### src/rtl/traffic_phase_controller.sv
// Run controller for NoC load tests. It steps packet injection through warm-up, measurement,
// drain and flush phases, and gates the traffic generators. It also tags packets created during
// measurement and counts the network-level TX/RX handshakes.
module traffic_phase_controller #(
  parameter int unsigned NODES           = 16,
  parameter int unsigned WARMUP_PACKETS  = 1000,
  parameter int unsigned MEASURE_PACKETS = 5000,
  parameter int unsigned DRAIN_PACKETS   = 3000,
  parameter int unsigned TIMEOUT_CYCLES  = 100000,
  parameter int unsigned CNT_W           = 32
) (
  input  logic             clk,
  input  logic             reset_n,
  input  logic             i_start,
  input  logic             i_abort,
  input  logic [NODES-1:0] i_tx_val,
  input  logic [NODES-1:0] i_rx_val,
  input  logic [NODES-1:0] i_rx_meas,
  output logic [2:0]       o_phase,
  output logic             o_inject_en,
  output logic             o_measure_tag,
  output logic [CNT_W-1:0] o_tx_total,
  output logic [CNT_W-1:0] o_rx_total,
  output logic [CNT_W-1:0] o_meas_tx,
  output logic [CNT_W-1:0] o_meas_rx,
  output logic [CNT_W-1:0] o_meas_cycles,
  output logic             o_done,
  output logic             o_timeout
);

  typedef enum logic [2:0] {
    StIdle    = 3'd0,
    StWarmup  = 3'd1,
    StMeasure = 3'd2,
    StDrain   = 3'd3,
    StFlush   = 3'd4,
    StDone    = 3'd5
  } phase_e;

  localparam logic [CNT_W-1:0] WarmupThr  = CNT_W'(WARMUP_PACKETS);
  localparam logic [CNT_W-1:0] MeasureThr = CNT_W'(MEASURE_PACKETS);
  localparam logic [CNT_W-1:0] DrainThr   = CNT_W'(DRAIN_PACKETS);
  localparam logic [CNT_W-1:0] FlushLast  = CNT_W'(TIMEOUT_CYCLES - 1);

  phase_e           phase_q;
  logic [CNT_W-1:0] phase_cnt_q, flush_cnt_q;
  logic [CNT_W-1:0] tx_total_q, rx_total_q, meas_tx_q, meas_rx_q, meas_cycles_q;
  logic             done_q, timeout_q;

  logic [CNT_W-1:0] tx_n, rx_n, mrx_n;
  logic [CNT_W-1:0] tx_total_next, rx_total_next, phase_sum;
  logic             counting;

  function automatic logic [CNT_W-1:0] popcount(input logic [NODES-1:0] v);
    logic [CNT_W-1:0] c;
    c = '0;
    for (int i = 0; i < NODES; i++) begin
      c = c + CNT_W'(v[i]);
    end
    return c;
  endfunction

  // Per-cycle handshake counts and the sums the phase transitions compare against
  always_comb begin
    tx_n          = popcount(i_tx_val);
    rx_n          = popcount(i_rx_val);
    mrx_n         = popcount(i_rx_val & i_rx_meas);
    tx_total_next = tx_total_q + tx_n;
    rx_total_next = rx_total_q + rx_n;
    phase_sum     = phase_cnt_q + tx_n;
    counting      = (phase_q == StWarmup) || (phase_q == StMeasure) ||
                    (phase_q == StDrain)  || (phase_q == StFlush);
  end

  // Phase sequencer and all run counters
  always_ff @(posedge clk) begin
    if (!reset_n) begin
      phase_q       <= StIdle;
      phase_cnt_q   <= '0;
      flush_cnt_q   <= '0;
      tx_total_q    <= '0;
      rx_total_q    <= '0;
      meas_tx_q     <= '0;
      meas_rx_q     <= '0;
      meas_cycles_q <= '0;
      done_q        <= 1'b0;
      timeout_q     <= 1'b0;
    end else if (i_abort) begin
      // Abort beats a simultaneous start; counters keep their values for inspection
      phase_q     <= StIdle;
      phase_cnt_q <= '0;
      flush_cnt_q <= '0;
      done_q      <= 1'b0;
    end else begin
      if (counting) begin
        tx_total_q <= tx_total_next;
        rx_total_q <= rx_total_next;
        meas_rx_q  <= meas_rx_q + mrx_n;
      end
      case (phase_q)
        StIdle, StDone: begin
          if (i_start) begin
            phase_q       <= StWarmup;
            phase_cnt_q   <= '0;
            flush_cnt_q   <= '0;
            tx_total_q    <= '0;
            rx_total_q    <= '0;
            meas_tx_q     <= '0;
            meas_rx_q     <= '0;
            meas_cycles_q <= '0;
            done_q        <= 1'b0;
            timeout_q     <= 1'b0;
          end
        end
        StWarmup: begin
          if (phase_sum >= WarmupThr) begin
            phase_q     <= StMeasure;
            phase_cnt_q <= '0;
          end else begin
            phase_cnt_q <= phase_sum;
          end
        end
        StMeasure: begin
          // Packets accepted in the crossing cycle still count as measured
          meas_tx_q     <= meas_tx_q + tx_n;
          meas_cycles_q <= meas_cycles_q + 1'b1;
          if (phase_sum >= MeasureThr) begin
            phase_q     <= StDrain;
            phase_cnt_q <= '0;
          end else begin
            phase_cnt_q <= phase_sum;
          end
        end
        StDrain: begin
          if (phase_sum >= DrainThr) begin
            phase_q     <= StFlush;
            phase_cnt_q <= '0;
            flush_cnt_q <= '0;
          end else begin
            phase_cnt_q <= phase_sum;
          end
        end
        StFlush: begin
          flush_cnt_q <= flush_cnt_q + 1'b1;
          // Compare the totals as they will stand after this cycle's handshakes
          if (tx_total_next == rx_total_next) begin
            phase_q     <= StDone;
            flush_cnt_q <= '0;
            done_q      <= 1'b1;
            timeout_q   <= 1'b0;
          end else if (flush_cnt_q == FlushLast) begin
            phase_q     <= StDone;
            flush_cnt_q <= '0;
            done_q      <= 1'b1;
            timeout_q   <= 1'b1;
          end
        end
        default: begin
          phase_q     <= StIdle;
          phase_cnt_q <= '0;
          flush_cnt_q <= '0;
        end
      endcase
    end
  end

  // Generator controls decode directly from the registered phase
  always_comb begin
    o_inject_en   = (phase_q == StWarmup) || (phase_q == StMeasure) || (phase_q == StDrain);
    o_measure_tag = (phase_q == StMeasure);
  end

  assign o_phase       = phase_q;
  assign o_tx_total    = tx_total_q;
  assign o_rx_total    = rx_total_q;
  assign o_meas_tx     = meas_tx_q;
  assign o_meas_rx     = meas_rx_q;
  assign o_meas_cycles = meas_cycles_q;
  assign o_done        = done_q;
  assign o_timeout     = timeout_q;

endmodule
### config.mk
export PLATFORM = sky130hd
export DESIGN_NAME = traffic_phase_controller
export DESIGN_NICKNAME = d
export VERILOG_FILES = /design/src/rtl/traffic_phase_controller.sv
export SDC_FILE = /design/constraint.sdc
export NUM_CORES = 1
export LEC_CHECK = 0
export ABC_CLOCK_PERIOD_IN_PS = 13300
export BUFFER_PORTS_ARGS = -buffer_cell sky130_fd_sc_hd__buf_2
export CORE_MARGIN = 2
export CORE_UTILIZATION = 45
export CTS_CLUSTER_SIZE = 24
export DETAILED_ROUTE_END_ITERATION = 10
export GPL_ROUTABILITY_DRIVEN = 0
export GPL_TIMING_DRIVEN = 0
export PLACE_DENSITY = 0.71
export SLEW_MARGIN = 0
export SYNTH_ARGS = -nofsm -noshare
export SYNTH_HDL_FRONTEND = slang
export SYNTH_SLANG_ARGS = --single-unit
### constraint.sdc
create_clock -name clk -period 13.3 [get_ports clk]
set_input_delay 1.995 -clock clk [delete_from_list [all_inputs] [get_ports clk]]
set_output_delay 1.995 -clock clk [all_outputs]
set_load 0.005 [all_outputs]
======== Word-level counts from Yosys, hierarchy flattened ========
Index checks and enable logic that the tools add are counted.
word-level totals
  register bits after elaboration ......... 229
  input port bits ......................... 52
  word-level logic and storage cells ...... 130
operators by class
  add/subtract/negate cells ............... 52
  magnitude comparators ................... 3
  eq/ne operators ......................... 12
  multiplexer cells ....................... 33
  bitwise gates (word level) .............. 5
  reduce and logical (&&, ||, !) cells .... 15
operators with widths
  cell                                                                     count
  32-bit 2-to-1 mux                                                        16
  32-bit by 16-bit adder with 32-bit output                                5
  32-bit one-hot mux with 5 select lines                                   1
  32-bit one-hot mux with 2 select lines                                   2
  32-bit one-hot mux with 4 select lines                                   1
  32-bit by 1-bit adder with 32-bit output, second input constant          2
  15-bit by 1-bit adder with 16-bit output                                 3
  14-bit by 1-bit adder with 15-bit output                                 3
  13-bit by 1-bit adder with 14-bit output                                 3
  12-bit by 1-bit adder with 13-bit output                                 3
  11-bit by 1-bit adder with 12-bit output                                 3
  10-bit by 1-bit adder with 11-bit output                                 3
  32-bit by 17-bit equality test with 1-bit output, second input constant  1
  32-bit equality test                                                     1
  32-bit by 10-bit >= comparator with 1-bit output, second input constant  1
  32-bit by 12-bit >= comparator with 1-bit output, second input constant  1
  32-bit by 13-bit >= comparator with 1-bit output, second input constant  1
  9-bit by 1-bit adder with 10-bit output                                  3
  8-bit by 1-bit adder with 9-bit output                                   3
  7-bit by 1-bit adder with 8-bit output                                   3
  6-bit by 1-bit adder with 7-bit output                                   3
  5-bit by 1-bit adder with 6-bit output                                   3
  3-bit 2-to-1 mux                                                         6
  16-bit AND                                                               1
  other kinds (22)                                                         48

======== Depth between registers and ports, before layout ========
Gate-level depths: netlist of run 1.
  word-level depth ........................ 20
  gate-level depth with buffers ........... 25
  depth with buffers taken out ............ 23

======== Least setup slack after synthesis of run 1 ========
OpenSTA, ideal clock, no wires.
  kind .................................... input port to flip-flop
  from .................................... in i_tx_val[0]
  to ...................................... reg flush_cnt_q[0]
  library setup time ...................... 115 ps
  arrival time ............................ 7,712 ps
  required time ........................... 13,185 ps
  setup slack ............................. 5,473 ps
  cell stages on the path ................. 22
  buffers on the path ..................... 2
  cell sequence ........................... inv_1 -> fa_1 -> fa_1 -> fa_1 -> fa_1 -> inv_1 -> ha_1 -> fa_1 -> inv_1 -> fa_1 -> nand2b_1 -> a21oi_2 -> buf_4 -> nor2_2 -> or4b_1 -> xnor2_1 -> nand4_1 -> nor4_4 -> a21oi_2 -> a31oi_4 -> buf_6 -> nor2_2
on the way
  longest elaborated chain between the ends .. 19
  elaborated cells between the ends (all ways) .. 23
  classes of those cells .................. add/sub: 17; order compare: 1; eq/ne: 2; mux: 2; reduce/logical: 1
ends and longest elaborated chain
  element                                                                                   RTL line  source
  start: declaration                                                                        16        input logic [NODES-1:0] i_tx_val,
  1-bit by 1-bit adder with 2-bit output *                                                  58        c = c + CNT_W'(v[i]);
  2-bit by 1-bit adder with 3-bit output *                                                  58
  3-bit by 1-bit adder with 4-bit output *                                                  58
  4-bit by 1-bit adder with 5-bit output *                                                  58
  5-bit by 1-bit adder with 6-bit output *                                                  58
  6-bit by 1-bit adder with 7-bit output *                                                  58
  7-bit by 1-bit adder with 8-bit output *                                                  58
  8-bit by 1-bit adder with 9-bit output *                                                  58
  [... 3 more ...]                                                                          --
  12-bit by 1-bit adder with 13-bit output *                                                58
  13-bit by 1-bit adder with 14-bit output *                                                58
  14-bit by 1-bit adder with 15-bit output *                                                58
  15-bit by 1-bit adder with 16-bit output *                                                58
  32-bit by 16-bit adder with 32-bit output, on equally long branches                       70, 68
  32-bit by 12-bit >= comparator with 1-bit output or 32-bit equality test (tied branches)  135, 146
  2-bit != test (no line) or 32-bit 2-to-1 mux (tied branches)                              --
  3-bit AND reduction (no line) or 32-bit one-hot mux with 4 select lines (tied branches)   --
  end signal: assignment                                                                    144       flush_cnt_q <= flush_cnt_q + 1'b1;
  end: declaration                                                                          46        logic [CNT_W-1:0] phase_cnt_q, flush_cnt_q;
Mark *: on every way between the ends. The rest lies on a longest branch, timed or not.
A chain may end at the register's enable or synchronous reset.

======== Worst setup path after layout of run 1 ========
  from .................................... in i_tx_val[0]
  to ...................................... reg flush_cnt_q[5]
The elaborated chain is that of the path after synthesis.

==> flow_metrics.tcl, run 1 <==
set metrics [dict create \
    status "finished, final reports clean" \
    slowest_delay_ns 0.66 \
    reg2reg_depth 17 \
    cts_tree "built" \
    vias 14500 \
    rsz0062_at_grt "false" \
    report.final.setup_viol 0 \
    postCtsSetupRepairBufs 0 \
    synthArstFlopShare 0 \
    crit_arrival_ns 8.88 \
    wl_per_cell_um 18.1 \
    port_buffers 215 \
    grt-ovfl-total 0 \
    drive_gt1_frac 0.156 \
    criticalPathCategory "in -> reg" \
    hold_start "o_meas_tx[4]" \
    synth_common_cells "231 x nor2_1, 229 x dfxtp_1, 172 x nand2_1" \
    clk-insertion-delay-late_ns 0.56 \
    die_x_um 184 \
    clockBufferDepth 3 \
    fin_area_um2 17100 \
    whs_path_depth 2 \
    cts_hold_buf 0 \
    synth-edff-count 0 \
    setup_tns_ns 0 \
    yosysUniqueCellTypes 91 \
    r2r-start "o_rx_total[0]" \
    ys_ff_latch 229 \
    grt_antenna_before_repair 2 \
    cts.repair.resized 0 \
    grt_pass1_wl_um 70800 \
    drt-initial-drc-count 1273 \
    fp.dieH_um 184 \
    dr.pass1.iters 7 \
    fin_crit_sh 0.635 \
    root_buffer "clkbuf_16" \
    cp.required_ns 13.74 \
    pin_count 219 \
    m1WireLength_um 18100 \
    areaGrowthSynthToFinish_pct 16.9 \
    nNetsFinal 2189 \
    routed_wl_um 45000 \
    synth_fp_nets 1945 \
    wl_met2_um 19900 \
    ant_nets 0 \
    ys_top_cells_by_area "dfxtp_1 31%, nor2_1 5.9%, xnor2_1 5.9%, xor2_1 5.5%, fa_1 5.1%" \
    synthesis.area_um2 14600 \
    rows 65 \
    diodes 0 \
    r2r-end "flush_cnt_q[5]" \
    power.density_nw_per_um2 116 \
    drv_cap 0 \
    utilization 0.538 \
    yosysSeqAreaShare 0.314 \
    ff2ff_setup_slack_ns 6.66 \
    clk_pin_slew_worst_paths_ns 0.06 \
    place_area_um2 16200 \
    syn_avg_cell_area_um2 8.03 \
    grt_max_degree 15 \
    ys.flop_type "dfxtp_1" \
    synth_top_area_cell "dfxtp_1" \
    slowest_stage "fa_1" \
    core_area_um2 31700 \
    topRoutingLayerUsed "met5" \
    whs_endpoint "o_meas_tx[4]" \
    path_cells "buf_2 > inv_1 > fa_1 > fa_1 > fa_1 > fa_1 > inv_1 > ha_1 > fa_1 > inv_1 > fa_1 > nand2b_1 > a21oi_2 > buf_4 > o211ai_1 > o311ai_0 > o211ai_1 > a2111oi_0 > and4_1 > a21oi_2 > a31oi_4 > buf_6 > nor2_2" \
    synth.top_cell.area_share 0.314 \
    period_needed_ns 8.44 \
    clock_skew_ns 0.0176 \
    slew_viol_final 0 \
    first_global_vias 13700 \
    cp-start-kind "input port" \
    drc 0 \
    power_leakage_nw 6.89 \
    viasPerCell 5.85 \
    h-tree-depth 1 \
    cts.sinks 229 \
    crit_start "i_tx_val[0]" \
    wl_met3_um 4630 \
    cp_max_fo 10 \
    dp_hpwl_um 33900 \
    vdd_ir_drop_max_uv 99.7 \
    fmax_mhz 118 \
    syn-instance-count 1818 \
    maxSlewHeadroom 0.195 \
    cp_common_cell "fa_1" \
    cp-end-kind "flip-flop" \
    ys_warn_count 0 \
    hold_viol_final 0 \
    worst-slew-pin-transition_ns 1.20 \
    numCtsBuffers 27 \
    yosysMostFrequentCell "nor2_1" \
    worstHoldPathType "reg -> reg" \
    initial_core_util 0.460 \
    die_area_um2 33900 \
    track_usage 0.259 \
]
==> through the flow <==
step	cells	power [mW]	worst slack (ns)	hold slack (ns)
after global routing	2483	2.09	4.74	0.506
after CTS	2483	1.99	5.00	0.476
after global placement	2435	1.23	4.53	0.450
final	2483	1.98	4.86	0.470
after detailed placement	2435	1.25	4.49	0.467
after floorplan	1818	1.10	5.47	0.440
==> registers in the layout (all words and copies together), names as in the netlist <==
register / count
o_meas_tx: 32
flush_cnt_q: 32
o_meas_cycles: 32
o_tx_total: 32
phase_cnt_q: 32
o_meas_rx: 32
o_timeout: 1
o_rx_total: 32
o_phase: 3
o_done: 1
==> worst max-delay path: cells and delay by family <==
| kind | cells | cell delay, ns |
|---|---|---|
| and+or+nand+nor | 3 | 0.65 |
| buffers and inverters | 6 | 0.80 |
| AOI/OAI and AO/OA | 7 | 2.12 |
| adders and majority gates | 7 | 3.30 |
==> per-layer routing <==
layer	track usage	vias to the layer above
li1	-	6875
met4	0.125	4
met3	0.0574	179
met1	0.329	6763
met2	0.417	695
met5	0	-
==> placed cells by master (no fill, tap or decap), types with 8 or more instances in the layout <==
master	count
a311oi_1	9
and4_1	19
o2111ai_1	16
nand2b_1	9
clkbuf_16	27
o211ai_1	9
a21oi_1	100
a211oi_1	18
nand2_1	172
nand3_1	73
a31oi_1	17
or3_1	24
o21ai_0	87
fa_1	37
clkbuf_1	67
nor2b_1	11
nand4_1	47
nor4_1	23
xnor2_1	98
a22oi_1	9
nor2_1	231
and2_1	28
ha_1	38
nor2_2	10
and3_1	45
dfxtp_1	229
inv_1	91
a21o_1	8
nor3_1	49
buf_2	230
xor2_1	92
==> area by class of cell <==
type / instances / area (µm²)
fillers: 2981 / 14700
clock buffers: 36 / 729
well taps: 402 / 503
multi-input cells: 1411 / 9290
plain buffers: 86 / 379
repair buffers: 215 / 1080
flip-flops and latches: 229 / 4580
inverters: 92 / 345
clock inverters: 12 / 158
==> cell families after synthesis <==
group / Yosys count / synth area share
AOI/OAI and AO/OA: 351 / 0.159
muxes: 8 / 0.00557
adders and majority gates: 76 / 0.0840
xor gates and xnor gates: 193 / 0.119
DFF: 229 / 0.314
and+or+nand+nor: 783 / 0.269
buffers and inverters: 178 / 0.0496
==> how the worst max path moves through the flow <==
stage                                 to  slack (ns)  cells after the start
after floorplan           flush_cnt_q[0]        5.47                     22
after global placement    flush_cnt_q[0]        4.53                     23
after detailed placement  flush_cnt_q[7]        4.49                     23
after CTS                 flush_cnt_q[0]        5.00                     23
after global routing      flush_cnt_q[9]        4.74                     23
final                     flush_cnt_q[5]        4.86                     23
==> power by group <==
| group | internal (mW) | leakage, nW | switching (mW) |
|---|---|---|---|
| clock network | 0.444 | 0.428 | 0.301 |
| registers | 0.691 | 1.84 | 0.00451 |
| logic | 0.208 | 4.62 | 0.330 |
(Power assumes the default switching activity.)
==> run 2, diff against run 1 <==
- ABC_AREA: default -> 1
- ABC_CLOCK_PERIOD_IN_PS: 13300 -> 7650
- PLACE_DENSITY: 0.71 -> 0.73
- clock period: 13.3 -> 7.65 ns (I/O delays scaled with it)
==> flow_metrics.tcl, run 2 <==
set metrics [dict create \
    initial_core_util 0.453 \
    nNetsFinal 3096 \
    grt_max_degree 15 \
    pwr-share-comb 0.355 \
    postCtsSetupRepairBufs 0 \
    report.final.setup_viol 0 \
    cp_common_cell "nand2_1" \
    areaGrowthSynthToFinish_pct 16.0 \
    synth-edff-count 0 \
    clkPwrFrac 0.337 \
    root_buffer "clkbuf_16" \
    numCtsBuffers 28 \
    utilization 0.526 \
    grt-ovfl-total 0 \
    period_needed_ns 6.86 \
    synth.top_cell.area_share 0.270 \
    seqCellArea_um2 4580 \
    pin_count 219 \
    grt_antenna_before_repair 2 \
    worst-slew-pin-transition_ns 1.21 \
    slew_viol_final 0 \
    port_buffers 218 \
    power_leakage_nw 8.26 \
    yosysMostFrequentCell "nand2_1" \
    wl_per_cell_um 15.9 \
    ant_nets 0 \
    setup_tns_ns 0 \
    core_area_um2 37400 \
    viasPerCell 5.41 \
    drive_gt1_frac 0.109 \
    fill_cells 3772 \
    ys_top_cells_by_area "dfxtp_1 27%, nand2_1 19%, inv_1 7.4%, nor2_1 6.2%, nand3_1 5.6%" \
    grt_pass1_wl_um 88700 \
    cp-end-kind "flip-flop" \
    wl_met3_um 4760 \
    fmax_mhz 146 \
    p_switching_mw 1.60 \
    synth_fp_nets 2848 \
    die_area_um2 39200 \
    synthArstFlopShare 0 \
    cts_tree "built" \
    setup_ws_ns 0.793 \
    switching_share 0.378 \
    dp.cells 3450 \
    cp_max_fo 10 \
    rows 71 \
    synthesis.area_um2 17000 \
    first_global_vias 17700 \
    layout_common_cells "848 x nand2_1, 333 x inv_1, 282 x nor2_1" \
    syn-instance-count 2721 \
    yosysUniqueCellTypes 55 \
    drt-initial-drc-count 1371 \
    dr.pass1.iters 5 \
    fin_crit_sh 0.896 \
    hold_viol_final 0 \
    maxSlewHeadroom 0.196 \
    status "finished, final reports clean" \
    multiInputGateArea_um2 10700 \
    slowest_stage "a21boi_0" \
    vdd_ir_drop_max_uv 158 \
    topRoutingLayerUsed "met5" \
    criticalPathCategory "in -> reg" \
    final_common_cell "nand2_1" \
    fp.dieH_um 198 \
    clock_skew_ns 0.0274 \
    synth_common_cells "848 x nand2_1, 333 x inv_1, 282 x nor2_1" \
    instances_no_fill 3501 \
    clk_pin_slew_worst_paths_ns 0.05 \
    worstHoldPathType "reg -> reg" \
    m1WireLength_um 23200 \
    ys_warn_count 0 \
    power.density_nw_per_um2 215 \
    cts_hold_buf 0 \
    drv_cap 0 \
    routed_wl_um 55500 \
    h-tree-depth 1 \
    yosysSeqAreaShare 0.270 \
    ys_ff_latch 229 \
    die_x_um 198 \
    cts.repair.resized 0 \
    cp-start-kind "input port" \
    syn_avg_cell_area_um2 6.23 \
    wl_met2_um 25500 \
    synth_top_area_cell "dfxtp_1" \
    drc 0 \
    track_usage 0.279 \
    vias 18900 \
    pwr-share-seq 0.309 \
    clk-insertion-delay-late_ns 0.57 \
    crit_arrival_ns 7.27 \
    dp_hpwl_um 43600 \
    pre_cts_ws_ns 0.289 \
    rsz0062_at_grt "false" \
    cp.required_ns 8.06 \
    clockBufferDepth 3 \
    power.internal_mw 2.63 \
    slowest_delay_ns 0.61 \
    finalPower_mw 4.23 \
    cts.sinks 229 \
    ys.flop_type "dfxtp_1" \
]
-- run 2: cell count changes after synthesis, moves of 49 or more --
| cell | change |
|---|---|
| nand2_1 | +676 |
| xnor2_1 | -67 |
| nor3_1 | +49 |
| nand3_1 | +116 |
| inv_1 | +242 |
| nor2_1 | +51 |
-- run 2: through the flow --
| step | hold slack [ns] | cell area (µm²) |
|---|---|---|
| 2_1_floorplan | 0.439 | 17000 |
| 3_3_place_gp | 0.448 | 18700 |
| 3_5_place_dp | 0.466 | 18700 |
| 4_1_cts | 0.474 | 19700 |
| 5_1_grt | 0.499 | 19700 |
| 6_report | 0.470 | 19700 |
-- run 2: final timing paths --
check / from / end / slack, ns / cells after the start
setup / recovery: i_tx_val[0] / flush_cnt_q[16] / 0.79 / 27
hold / removal: phase_cnt_q[31] / phase_cnt_q[31] / 0.47 / 2
setup reg to reg: o_meas_rx[0] / o_meas_rx[22] / 2.22 / 21
hold reg to reg: phase_cnt_q[31] / phase_cnt_q[31] / 0.47 / 2
-- run 2: logic make-up after synthesis --
| group | synth area share |
|---|---|
| and+or+nand+nor | 0.401 |
| buffers and inverters | 0.0965 |
| AOI/OAI and AO/OA | 0.111 |
| DFF | 0.270 |
| xor gates and xnor gates | 0.0496 |
| adders and majority gates | 0.0717 |
-- run 2: layout make-up --
| type | count | share of cell area |
|---|---|---|
| Timing Repair Buffer | 218 | 0.0555 |
| Clock buffer | 41 | 0.0402 |
| Sequential cell | 229 | 0.233 |
| Inverter | 350 | 0.0668 |
| Multi-Input combinational cell | 2066 | 0.546 |
| Buffer | 76 | 0.0164 |
| Clock inverter | 9 | 0.00942 |
| Antenna cell | 1 | 0.000127 |
| Tap cell | 511 | 0.0325 |
-- run 2: per-layer routing --
metal / global-route usage / up-vias
met1: 0.353 / 8617
met2: 0.471 / 819
li1: - / 9362
met3: 0.0477 / 136
met5: 0 / -
met4: 0.110 / 2
-- run 2: power by group through the flow --
stage / registers (mW) / clock network [mW] / logic (mW)
after floorplan: 1.31 / 0 / 1.05
after global placement: 1.33 / 0 / 1.44
after detailed placement: 1.33 / 0 / 1.48
after CTS: 1.30 / 1.45 / 1.49
after global routing: 1.31 / 1.49 / 1.67
final: 1.30 / 1.42 / 1.50
-- run 2: worst max-delay path, delay by kind of cell --
| kind | cells | cell delay (ns) |
|---|---|---|
| simple gates | 12 | 1.62 |
| buf+inv | 5 | 0.57 |
| compound gates | 3 | 1.00 |
| fa+ha+maj | 7 | 2.93 |
==> run 3, diff against run 2 <==
- REMOVE_ABC_BUFFERS: default -> 1
- SETUP_SLACK_MARGIN: default -> 0.1
==> flow_metrics.tcl, run 3 (synthesis results as in run 2) <==
set metrics [dict create \
    root_buffer "clkbuf_16" \
    fmax_mhz 143 \
    drc 0 \
    r2r-end "o_meas_rx[28]" \
    finalPower_mw 4.17 \
    maxSlewHeadroom 0.105 \
    cp.required_ns 8.04 \
    fp.dieH_um 198 \
    dr.pass1.iters 7 \
    period_needed_ns 6.97 \
    reg2reg_depth 21 \
    whs_path_depth 2 \
    vdd_ir_drop_max_uv 161 \
    cp-end-kind "flip-flop" \
    core_area_um2 37400 \
    layout_common_cells "848 x nand2_1, 332 x inv_1, 281 x nor2_1" \
    clk-insertion-delay-late_ns 0.57 \
    drt-initial-drc-count 1759 \
    hold_ws_ns 0.464 \
    track_usage 0.264 \
    clock_skew_ns 0.0204 \
    nNetsFinal 3022 \
    grt-ovfl-total 0 \
    setup_tns_ns 0 \
    pin_count 219 \
    first_global_vias 17300 \
    status "finished, final reports clean" \
    final_common_cell "nand2_1" \
    cts_hold_buf 0 \
    crit_arrival_ns 7.36 \
    fin_area_um2 19400 \
    whs_endpoint "o_done" \
    clockBufferDepth 3 \
    grt_antenna_before_repair 1 \
    initial_core_util 0.453 \
    cts.sinks 229 \
    rsz0062_at_grt "false" \
    fin_crit_sh 0.911 \
    drive_gt1_frac 0.111 \
    grt_pass1_wl_um 85000 \
    wl_per_cell_um 15.3 \
    report.final.setup_viol 0 \
    die_x_um 198 \
    cts_tree "built" \
    grt_max_degree 77 \
    worst-slew-pin-transition_ns 1.34 \
    cp-start-kind "input port" \
    drv_cap 0 \
    vias 18500 \
    port_buffers 218 \
    numCtsBuffers 28 \
    slew_viol_final 0 \
    criticalPathCategory "in -> reg" \
    hold_start "o_done" \
    die_area_um2 39200 \
    clk_pin_slew_worst_paths_ns 0.06 \
    routed_wl_um 52500 \
    worstHoldPathType "reg -> reg" \
    ant_nets 0 \
    power.density_nw_per_um2 215 \
    hold_viol_final 0 \
    rows 71 \
    place_area_um2 18400 \
    areaGrowthSynthToFinish_pct 14.3 \
    dp_hpwl_um 38900 \
    r2r-start "o_meas_rx[0]" \
    ff2ff_setup_slack_ns 2.14 \
    cp_max_fo 27 \
    viasPerCell 5.40 \
    power_leakage_nw 8.15 \
    h-tree-depth 1 \
]
-- run 3: changes by cell type in the layout (fill, tap and decap cells not counted), moves of 3 or more --
cell	delta
clkbuf_8	+6
bufinv_16	-3
clkinv_2	+4
buf_4	-3
buf_2	-8
clkbuf_1	-63
buf_1	-3
-- run 3: worst max path at each step --
stage | startpoint | end | slack, ns | cells past startpoint
floorplan | i_tx_val[0] | o_meas_tx[24] | 1.41 | 22
finish | i_tx_val[0] | flush_cnt_q[17] | 0.68 | 28
global route | i_tx_val[0] | flush_cnt_q[1] | 0.20 | 28
CTS | i_tx_val[0] | flush_cnt_q[16] | 0.40 | 28
detailed placement | i_tx_val[0] | flush_cnt_q[16] | -0.15 | 28
global placement | i_tx_val[0] | flush_cnt_q[1] | -0.06 | 28
-- run 3: repair_timing --
action                                  in CTS  in global routing
setup buffers                                0                  0
endpoints found under the setup margin       0                 12
hold endpoints to repair                     0                  0
resized for setup                            0                  1
-- run 3: where the power goes --
part           switching, mW  internal, mW
Clock                  0.549         0.853
Combinational          0.970         0.491
Sequential            0.0650          1.24
Total                   1.58          2.58
-- run 3: layout make-up --
cell class | count | area [µm²]
clock buffer | 45 | 886
sequential | 229 | 4580
timing repair buffer | 220 | 1130
tap | 511 | 639
multi-input combinational | 2066 | 10700
fill | 3779 | 18000
clock inverter | 6 | 80.1
inverter | 350 | 1320
antenna | 1 | 2.50
-- run 3: worst max-delay path, stage by stage --
cell and delay, ns:
buf_2 0.07, inv_1 0.05, fa_1 0.55, fa_1 0.47, fa_1 0.61, fa_1 0.44
inv_1 0.07, ha_1 0.17, fa_1 0.21, nand2_1 0.06, a21boi_1 0.49, ha_1 0.43
nand2_1 0.15, inv_1 0.06, nand2_1 0.09, nand3_1 0.39, nand3_1 0.26, nand2_1 0.10
nand3_1 0.08, nand2_1 0.05, nor2_1 0.17, nand2_1 0.10, nor3_2 0.24, nand3_4 0.36
nand3_4 0.26, inv_1 0.12, nand2_1 0.08, a21oi_1 0.06
-- run 3: stage by stage --
step	cells	util	worst slack [ns]
CTS	3427	0.518	0.403
floorplan	2645	-	1.41
finish	3428	0.518	0.680
detailed placement	3376	0.492	-0.150
global route	3428	0.518	0.204
global placement	3374	0.491	-0.0597
-- run 3: per-layer routing --
| metal | track usage | share of wire | vias up |
|---|---|---|---|
| li1 | - | - | 9186 |
| met1 | 0.331 | 0.43 | 8502 |
| met2 | 0.449 | 0.46 | 696 |
| met3 | 0.0446 | 0.070 | 139 |
| met4 | 0.111 | 0.042 | 0 |
| met5 | 0 | 0 | - |
